## src/rtl/pc_fetch_if.sv

```systemverilog
// IF-stage fetch bundle: hazard/redirect/trap inputs, imem handshake,
// PC, IF valid, flush, misaligned pulse and retired-fetch counter.
interface pc_fetch_if #(
  parameter int ADDR_WIDTH = 32,
  parameter int CNT_WIDTH  = 32
);
  logic                  stall_i;
  logic                  redirect_valid_i;
  logic [ADDR_WIDTH-1:0] redirect_target_i;
  logic                  trap_valid_i;
  logic [ADDR_WIDTH-1:0] trap_vector_i;
  logic                  imem_ready_i;
  logic                  imem_req_o;
  logic [ADDR_WIDTH-1:0] imem_addr_o;
  logic [ADDR_WIDTH-1:0] pc_o;
  logic                  if_valid_o;
  logic                  flush_o;
  logic                  misaligned_o;
  logic [CNT_WIDTH-1:0]  fetch_count_o;

  modport master (
    input  stall_i, redirect_valid_i, redirect_target_i,
    input  trap_valid_i, trap_vector_i, imem_ready_i,
    output imem_req_o, imem_addr_o, pc_o, if_valid_o,
    output flush_o, misaligned_o, fetch_count_o
  );

  modport slave (
    output stall_i, redirect_valid_i, redirect_target_i,
    output trap_valid_i, trap_vector_i, imem_ready_i,
    input  imem_req_o, imem_addr_o, pc_o, if_valid_o,
    input  flush_o, misaligned_o, fetch_count_o
  );
endinterface

```

## src/rtl/pc_fetch_controller.sv

```systemverilog
// IF-stage PC sequencer: clk, rst (sync, active-high), bus (master).
// Picks trap/redirect/stall/sequential PC, holds addr while imem busy.
module pc_fetch_controller #(
  parameter int                    ADDR_WIDTH   = 32,
  parameter logic [ADDR_WIDTH-1:0] RESET_VECTOR = '0,
  parameter int                    CNT_WIDTH    = 32
) (
  input logic        clk,
  input logic        rst,
  pc_fetch_if.master bus
);

  typedef enum logic [1:0] {
    BOOT, RUN, WAIT, DRAIN
  } state_t;

  typedef struct packed {
    logic                  valid;
    logic                  trap;
    logic [ADDR_WIDTH-1:0] tgt;
  } pend_t;

  state_t                state_q;
  pend_t                 pend_q;
  pend_t                 pend_n;
  logic [ADDR_WIDTH-1:0] pc_q;
  logic                  req_q;
  logic [CNT_WIDTH-1:0]  cnt_q;

  logic                  take;
  logic                  accept;
  logic                  ready;
  logic [ADDR_WIDTH-1:0] sel_tgt;
  logic [ADDR_WIDTH-1:0] tgt_al;
  logic                  if_valid;

  assign ready   = bus.imem_ready_i;
  assign take    = bus.trap_valid_i | bus.redirect_valid_i;
  assign sel_tgt = bus.trap_valid_i ? bus.trap_vector_i
                                    : bus.redirect_target_i;
  assign tgt_al  = {sel_tgt[ADDR_WIDTH-1:2], 2'b00};

  always_comb begin
    accept   = take;
    if_valid = 1'b0;
    pend_n   = pend_q;
    unique case (state_q)
      BOOT: ;
      RUN, WAIT:
        if_valid = ~take & ready & ~bus.stall_i;
      DRAIN:
        // a pending trap is never displaced by a redirect
        accept = bus.trap_valid_i |
                 (bus.redirect_valid_i &
                  ~(pend_q.valid & pend_q.trap));
      default: ;
    endcase
    if (accept) begin
      pend_n = '{valid: 1'b1,
                 trap:  bus.trap_valid_i,
                 tgt:   tgt_al};
    end
  end

  assign bus.if_valid_o    = if_valid;
  assign bus.flush_o       = accept;
  assign bus.misaligned_o  = accept & (|sel_tgt[1:0]);
  assign bus.imem_req_o    = req_q;
  assign bus.imem_addr_o   = pc_q;
  assign bus.pc_o          = pc_q;
  assign bus.fetch_count_o = cnt_q;

  always_ff @(posedge clk) begin
    if (rst) begin
      state_q <= BOOT;
      pc_q    <= RESET_VECTOR;
      req_q   <= 1'b0;
      cnt_q   <= '0;
      pend_q  <= '0;
    end else begin
      req_q <= 1'b1;
      if (if_valid) cnt_q <= cnt_q + CNT_WIDTH'(1);
      unique case (state_q)
        BOOT: begin
          state_q <= RUN;
          if (take) pc_q <= tgt_al;
        end
        RUN, WAIT: begin
          unique case (1'b1)
            take & ready: begin
              pc_q    <= tgt_al;
              state_q <= RUN;
            end
            take & ~ready: begin
              pend_q  <= pend_n;
              state_q <= DRAIN;
            end
            ~take & ready: begin
              state_q <= RUN;
              if (~bus.stall_i)
                pc_q <= pc_q + ADDR_WIDTH'(4);
            end
            ~take & ~ready:
              state_q <= WAIT;
            default: ;
          endcase
        end
        DRAIN: begin
          if (ready) begin
            // returned word is dropped; resume at target
            pc_q    <= pend_n.tgt;
            pend_q  <= '0;
            state_q <= RUN;
          end else begin
            pend_q <= pend_n;
          end
        end
        default: state_q <= BOOT;
      endcase
    end
  end

endmodule

```

## src/flat_wrapper.sv

```systemverilog
// flat-port wrapper written by rule: the top's interface ports become plain ports
module pc_fetch_controller_flat 
#(
  parameter int                    ADDR_WIDTH   = 32,
  parameter logic [ADDR_WIDTH-1:0] RESET_VECTOR = '0,
  parameter int                    CNT_WIDTH    = 32
)
  (clk, rst, bus_stall_i, bus_redirect_valid_i, bus_redirect_target_i, bus_trap_valid_i, bus_trap_vector_i, bus_imem_ready_i, bus_imem_req_o, bus_imem_addr_o, bus_pc_o, bus_if_valid_o, bus_flush_o, bus_misaligned_o, bus_fetch_count_o);
  pc_fetch_if #(.ADDR_WIDTH(ADDR_WIDTH), .CNT_WIDTH(CNT_WIDTH)) bus_i ();
  input logic clk;
  input logic rst;
  input wire logic [$bits(bus_i.stall_i)-1:0] bus_stall_i;
  input wire logic [$bits(bus_i.redirect_valid_i)-1:0] bus_redirect_valid_i;
  input wire logic [$bits(bus_i.redirect_target_i)-1:0] bus_redirect_target_i;
  input wire logic [$bits(bus_i.trap_valid_i)-1:0] bus_trap_valid_i;
  input wire logic [$bits(bus_i.trap_vector_i)-1:0] bus_trap_vector_i;
  input wire logic [$bits(bus_i.imem_ready_i)-1:0] bus_imem_ready_i;
  output wire logic [$bits(bus_i.imem_req_o)-1:0] bus_imem_req_o;
  output wire logic [$bits(bus_i.imem_addr_o)-1:0] bus_imem_addr_o;
  output wire logic [$bits(bus_i.pc_o)-1:0] bus_pc_o;
  output wire logic [$bits(bus_i.if_valid_o)-1:0] bus_if_valid_o;
  output wire logic [$bits(bus_i.flush_o)-1:0] bus_flush_o;
  output wire logic [$bits(bus_i.misaligned_o)-1:0] bus_misaligned_o;
  output wire logic [$bits(bus_i.fetch_count_o)-1:0] bus_fetch_count_o;
  assign bus_i.stall_i = bus_stall_i;
  assign bus_i.redirect_valid_i = bus_redirect_valid_i;
  assign bus_i.redirect_target_i = bus_redirect_target_i;
  assign bus_i.trap_valid_i = bus_trap_valid_i;
  assign bus_i.trap_vector_i = bus_trap_vector_i;
  assign bus_i.imem_ready_i = bus_imem_ready_i;
  assign bus_imem_req_o = bus_i.imem_req_o;
  assign bus_imem_addr_o = bus_i.imem_addr_o;
  assign bus_pc_o = bus_i.pc_o;
  assign bus_if_valid_o = bus_i.if_valid_o;
  assign bus_flush_o = bus_i.flush_o;
  assign bus_misaligned_o = bus_i.misaligned_o;
  assign bus_fetch_count_o = bus_i.fetch_count_o;
  pc_fetch_controller #(.ADDR_WIDTH(ADDR_WIDTH), .RESET_VECTOR(RESET_VECTOR), .CNT_WIDTH(CNT_WIDTH)) u_core (.clk(clk), .rst(rst), .bus(bus_i));
endmodule
```

## config.mk

```make
export PLATFORM = sky130hd
export DESIGN_NAME = pc_fetch_controller_flat
export DESIGN_NICKNAME = d
export VERILOG_FILES = /design/src/rtl/pc_fetch_if.sv /design/src/rtl/pc_fetch_controller.sv /design/src/flat_wrapper.sv
export SDC_FILE = /design/constraint.sdc
export NUM_CORES = 1
export LEC_CHECK = 0
export ABC_CLOCK_PERIOD_IN_PS = 2100
export CORE_UTILIZATION = 44
export CTS_CLUSTER_SIZE = 8
export DETAILED_ROUTE_END_ITERATION = 16
export GPL_ROUTABILITY_DRIVEN = 1
export PLACE_DENSITY = 0.78
export SLEW_MARGIN = 10
export SYNTH_ARGS = -nofsm -noshare
export SYNTH_HDL_FRONTEND = slang
export SYNTH_SLANG_ARGS = --single-unit
```

## constraint.sdc

```tcl
create_clock -name clk -period 2.1 [get_ports clk]
set_input_delay 0.315 -clock clk [delete_from_list [all_inputs] [get_ports clk]]
set_output_delay 0.315 -clock clk [all_outputs]
set_load 0.01 [all_outputs]
```

== Yosys cells after proc, flatten, opt, wreduce, memory -nomap -nowiden ==
Cells that the tools add are included.

* Add/subtract/negate cells: 2
* Equal/unequal tests: 9
* Muxes and demuxes: 16
* Bitwise logic cells: 14
* Reduce and logical (&&, ||, !) cells: 8

{| class="wikitable"
|+ Operators by type and width
! cell !! count
|-
| $mux W32 || 4
|-
| $mux W34 || 3
|-
| $pmux W32 S3 || 1
|-
| $pmux W34 S2 || 1
|-
| $pmux W32 S2 || 1
|-
| $add A32 B1 Y32 const B || 1
|-
| $add A32 B3 Y32 const B || 1
|-
| $pmux W2 S3 || 2
|-
| $and A1 B1 Y1 || 8
|-
| $reduce_or A2 Y1 || 3
|-
| $eq A2 B2 Y1 const B || 2
|-
| $ne A2 B1 Y1 const B || 2
|-
| $ne A4 B2 Y1 const B || 1
|-
| $not A1 Y1 || 4
|-
| $reduce_and A2 Y1 || 2
|-
| $reduce_and A4 Y1 || 1
|-
| $mux W1 || 3
|-
| $ne A3 B1 Y1 const B || 1
|-
| $ne A3 B3 Y1 const B || 1
|-
| $eq A2 B1 Y1 const B || 1
|-
| $logic_not A2 Y1 || 1
|-
| $mux W2 || 1
|-
| $ne A2 B2 Y1 const B || 1
|-
| $or A1 B1 Y1 || 2
|-
| $reduce_bool A2 Y1 || 1
|}

* Register bits after elaboration: 101
* Input port bits: 70
* Word-level logic and storage cells: 56

== Longest topological paths before layout ==
* Word-level depth: 8
* Gate-level depth with buffers: 10
* Gate-level depth less buffers: 8

== Least setup slack after synthesis ==
OpenSTA, ideal clock, no wires.

* Kind: register to register
* Start point: register u_core.state_q[0]
* End point: register u_core.pc_q[25], in the netlist u_core.bus.imem_addr_o[25]
* Setup time: 0.115 ns
* Arrival time: 2.071 ns
* Data required time: 1.985 ns
* Slack: -0.085 ns
* Stages on the path, launching flop included: 9
* Buffers on the path: 2
* Period minus slack after synthesis: 2.185 ns
* Cells stage by stage: dfxtp_1 -> inv_1 -> ha_1 -> clkbuf_1 -> nor2_1 -> o22ai_1 -> clkbuf_1 -> a31oi_1 -> o21a_1

* Word-level cells in the longest chain between the ends: 5
* Elaborated cells on any way between the ends: 14
* Classes of those cells: 7 x eq/ne; 4 x mux; 3 x reduce/logical

{| class="wikitable"
|+ Ends and longest elaborated chain
! what !! RTL line !! RTL
|-
| from (decl) || pc_fetch_controller.sv:23 || <nowiki>state_t state_q;</nowiki>
|-
| from (signal assigned) || pc_fetch_controller.sv:75 || <nowiki>state_q <= BOOT;</nowiki>
|-
| from (signal assigned) || pc_fetch_controller.sv:85 || <nowiki>state_q <= RUN;</nowiki>
|-
| from (signal assigned) || pc_fetch_controller.sv:92 || <nowiki>state_q <= RUN;</nowiki>
|-
| $eq A2 B2 Y1 || pc_fetch_controller.sv:47, pc_fetch_controller.sv:83 ||
|-
| $mux W1 || pc_fetch_controller.sv:47 || <nowiki>unique case (state_q)</nowiki>
|-
| $mux W34 || pc_fetch_controller.sv:58 || <nowiki>if (accept) begin</nowiki>
|-
| $mux W32 || pc_fetch_controller.sv:109 || <nowiki>if (ready) begin</nowiki>
|-
| $pmux W32 S3 || pc_fetch_controller.sv:83 || <nowiki>unique case (state_q)</nowiki>
|-
| to (signal assigned) || pc_fetch_controller.sv:86 || <nowiki>if (take) pc_q <= tgt_al;</nowiki>
|-
| to (signal assigned) || pc_fetch_controller.sv:91 || <nowiki>pc_q <= tgt_al;</nowiki>
|-
| to (signal assigned) || pc_fetch_controller.sv:111 || <nowiki>pc_q <= pend_n.tgt;</nowiki>
|-
| to (decl) || pc_fetch_controller.sv:26 || <nowiki>logic [ADDR_WIDTH-1:0] pc_q;</nowiki>
|}

Several ways; a longest one is shown, not always the timed one. The select of a mux whose other input is x is not followed.
A chain may end at the register's enable or synchronous reset.

== Final worst setup path ==
* Start point: register u_core.state_q[0]
* End point: register u_core.pc_q[13], in the netlist u_core.bus.imem_addr_o[13]

Same word-level chain as after synthesis.

==> results.txt <==
----------------------------------------------------
[Power]
  Psw ... roughly 1.5 mW
  Logic gate share of total power ... 0.283
  Worst voltage drop across the vdd grid ... 0.395 mV
  Proportion of total power due to net switching ... 0.291
  Cell internal pwr ... 3.66 mW
  Cell area power density ... 602 nW/um2
  Power after layout ... 5.16 mW
  Part of the total power dissipated in the clock network ... 0.306
  Seq pwr share ... 0.411
  Lkg Pwr ... 3.22 nW

[Timing]
  Max-slew violation total from the final report ... 0
  Crit path setup slack, layout ... roughly 0.065 ns
  Count of endpoints failing setup in the final report ... 0
  Top achievable clock speed ... 0.491 GHz
  Worst slew margin relative to its limit ... 0.687
  Actual slew at the worst max-slew pin ... 0.468 ns
  Unrepaired setup endpoints after global routing ... true
  Final Skew ... between 0.004 and 0.005 ns
  Post-route setup TNS ... 0 ns
  Number of endpoints with negative hold slack in the final report ... 0
  Final period utilization ... 0.969
  Shortest clock period the worst path allows after layout ... about 2 ns

[Floorplan]
  Initial cell density of the core ... 0.451
  Horizontal extent of the die ... roughly 120 um
  Height of the chip ... between 100 and 150 um
  Floorplan core area ... about 13,000 um2
  Overall die area ... ~14,000 um2
  I/O Pins ... 170
  Number of placement rows ... 42

[Global routing]
  Vias in the first global route ... 5,907
  Global-route wire length before repair ... 29,800 um
  Total congestion overflow after global routing ... 0
  Initial antenna violation count ... 0
  Global routing usage summed across all routing layers ... 0.262
  Maximum number of pins on one net before global-route repair ... 88

[Drt]
  Mean routed wirelength per cell ... ~16 um
  Remaining design rule violation count ... 0
  Final routed wirelength across all metal layers ... 18,300 um
  Detail Route Antenna Nets ... 0
  Number of iterations in the first detailed-routing pass ... 5
  Count of routing violations after the opening detailed-route iteration ... ~570
  Vias/cell ... 5.63
  Via count ... roughly 6,300

[CTS]
  H-tree depth ... 3
  Worst-Skew Late Latency ... around 0.34 ns
  CTS Buf Count ... 9
  Bufs on Longest Clock Path ... 2
  Clock transition at the registers of the reported paths ... 0.07 ns
  TritonCTS Sinks ... 101
  TritonCTS clock tree ... yes
  Clock tree root driver cell ... sky130_fd_sc_hd__clkbuf_16

[Synthesis]
  Share of synthesized registers carrying an async set or reset ... 0
  Cells taking the most area after synthesis ... sky130_fd_sc_hd__dfxtp_1, sky130_fd_sc_hd__nor2_1, sky130_fd_sc_hd__o21ai_0, sky130_fd_sc_hd__buf_4, sky130_fd_sc_hd__a21oi_1
  Yosys reg bits ... 101
  Yosys cell types ... 59
  Main synth FF type ... sky130_fd_sc_hd__dfxtp_1
  Number of flops mapped to enable cells by yosys ... 0
  Cell area after technology mapping ... 5950 um2
  Register area share after synthesis ... 0.340
  Post-synth net total ... 826
  Synthesized instance count ... 750
  Fraction of post-synthesis cell area in the top cell type by area ... 0.340
  Number of warning messages in the yosys log ... 0
  Library cell with the largest summed area after synthesis ... sky130_fd_sc_hd__dfxtp_1
  Syn_area_per_cell ... 7.93 um2

[Job]
  Number of maximum-capacitance constraint violations ... 0

[Setup path]
  Setup crit end kind ... flop
  R2R setup slack ... approximately 0.065 ns
  Reg2Reg Launch Point ... u_core.state_q[0]
  Reg2reg path depth ... 12
  Endpoint of the most critical register-to-register path ... u_core.bus.imem_addr_o[13]
  CP Class ... flop to flop
  Launching element of the worst setup path ... u_core.state_q[0]
  Kind of launch point of the worst setup path ... flop
  Arrival time at the worst endpoint ... 2.25 ns
  Peak fanout along the critical path ... 9
  Req. time, crit path ... roughly 2.3 ns

[Worst hold path]
  Worst-case hold path end point ... u_core.bus.imem_addr_o[1]
  Hold path start ... u_core.bus.imem_addr_o[1]
  Number of stages on the worst hold path ... 2
  Type of the tightest min-delay check ... flop to flop

[Final layout]
  Signed area change from the synthesized netlist to the final layout ... 44.0%
  Cell Count, Final, Fillers Out ... about 1,100
  Total non-filler cell area in the finished layout ... 8570 um2
  Commonest cells after routing, fill and taps aside ... sky130_fd_sc_hd__clkdlybuf4s50_1, sky130_fd_sc_hd__dfxtp_1, sky130_fd_sc_hd__nor2_1, sky130_fd_sc_hd__buf_4, sky130_fd_sc_hd__nand2_1
  Antenna cells ... 0
  Leading cell type in the layout, fill and taps excluded ... sky130_fd_sc_hd__clkdlybuf4s50_1
  Number of nets in the layout ... 1,017
  Layout cell share with drive strength beyond 1 ... 0.172

[Placed design]
  Number of placed instances with taps included ... 1,105
  Port Buf Inserts ... between 150 and 200
  Post-DP HPWL ... 13,200 um
  Routability Congestion ... about 0.91
  Worst slack, placed ... -0.273 ns
  Area of placed instances ... 8200 um2

[Status]
  Run status ... finished, final reports clean

----------------------------------------------------
==> kinds of logic after synthesis <==
| group | count (synthesis) | synth area share |
|---|---|---|
| fa+ha+maj | 6 | 0.0126 |
| flops | 101 | 0.340 |
| mux | 37 | 0.0665 |
| simple gates | 272 | 0.226 |
| buf+inv | 99 | 0.0848 |
| xor+xnor | 37 | 0.0545 |
| compound gates | 198 | 0.216 |
==> synthesized netlist by cell type (all sizes together), types with 2 or more instances <==
| cell | number |
|---|---|
| ha | 6 |
| mux2i | 17 |
| xor2 | 19 |
| nor3b | 2 |
| nand3 | 29 |
| a41oi | 3 |
| a21oi | 47 |
| nor2b | 4 |
| mux2 | 20 |
| and3 | 10 |
| or2 | 3 |
| o32ai | 5 |
| clkbuf | 33 |
| or3 | 8 |
| inv | 19 |
| o21a | 2 |
| o211ai | 5 |
| xnor2 | 18 |
| a22oi | 30 |
| a2bb2oi | 7 |
| nor2 | 96 |
| nand2 | 53 |
| a221oi | 9 |
| o31a | 4 |
| a22o | 5 |
| nor4 | 6 |
| dfxtp | 101 |
| a31oi | 8 |
| o22ai | 7 |
| o21ai | 53 |
| and4 | 6 |
| a21o | 3 |
| nor3 | 22 |
| buf | 47 |
| o22a | 2 |
| and2 | 6 |
| a211oi | 6 |
| nand2b | 3 |
| nor4b | 2 |
| nand4 | 17 |
| nand3b | 2 |
==> what timing repair did <==
item,CTS,global route
pin swaps,1,4
hold buffers,0,0
gates cloned,0,0
setup endpoints to repair,22,44
resized for setup,11,22
hold endpoints to repair,0,0
setup buffers,0,1
==> state kept, by name (all words and copies together), names as in the netlist <==
name                      flops
u_core.pend_q                34
u_core.bus.fetch_count_o     32
u_core.bus.imem_addr_o       32
u_core.state_q                2
u_core.bus.imem_req_o         1
==> area by class of cell <==
class / count / area, um2
Clock inverter: 4 / 22.5
Tap cell: 176 / 220
Multi-Input combinational cell: 550 / 3530
Fill cell: 1129 / 4620
Sequential cell: 101 / 2020
Inverter: 19 / 71.3
Timing Repair Buffer: 260 / 2440
Clock buffer: 12 / 256
==> critical path, stage by stage, from the launching register on <==
cell and delay (ns):
sky130_fd_sc_hd__dfxtp_2 0.33, sky130_fd_sc_hd__buf_4 0.13, sky130_fd_sc_hd__ha_4 0.15, sky130_fd_sc_hd__nand3_2 0.08, sky130_fd_sc_hd__a21oi_2 0.19, sky130_fd_sc_hd__buf_4 0.13, sky130_fd_sc_hd__inv_1 0.06, sky130_fd_sc_hd__buf_12 0.14
sky130_fd_sc_hd__buf_4 0.17, sky130_fd_sc_hd__mux2i_1 0.23, sky130_fd_sc_hd__o21ai_0 0.11, sky130_fd_sc_hd__o22ai_1 0.13, sky130_fd_sc_hd__nor2_1 0.06
==> metrics by stage <==
stage / hold WS [ns] / util
after floorplan: 0.443 / -
after global placement: 0.463 / 0.621
after detailed placement: 0.469 / 0.621
after CTS: 0.469 / 0.645
after global routing: 0.492 / 0.649
final: 0.472 / 0.649
==> power by group through the flow <==
stage / combinational [mW] / clock [mW] / sequential [mW]
2_1_floorplan: 0.699 / 0 / 2.20
3_3_place_gp: 1.40 / 0 / 2.15
3_5_place_dp: 1.42 / 0 / 2.16
4_1_cts: 1.43 / 1.61 / 2.12
5_1_grt: 1.57 / 1.69 / 2.13
6_report: 1.46 / 1.58 / 2.12
==> worst max path at each step <==
stage / slack [ns] / end / cells after the start
finish: 0.07 / u_core.bus.imem_addr_o[13] / 12
global route: -0.02 / u_core.bus.fetch_count_o[30] / 9
CTS: 0.01 / bus_misaligned_o / 7
detailed placement: -0.27 / u_core.bus.imem_addr_o[25] / 10
global placement: -0.24 / bus_if_valid_o / 4
floorplan: -0.01 / u_core.bus.imem_addr_o[22] / 9
==> per-layer routing <==
| metal | global-route usage | share of wire | vias to the layer above |
|---|---|---|---|
| met5 | 0 | 0 | - |
| met4 | 0.0962 | 0.020 | 0 |
| met3 | 0.0594 | 0.080 | 25 |
| met2 | 0.432 | 0.47 | 279 |
| met1 | 0.333 | 0.43 | 2961 |
| li1 | - | - | 3051 |
(Power assumes the default switching activity.)
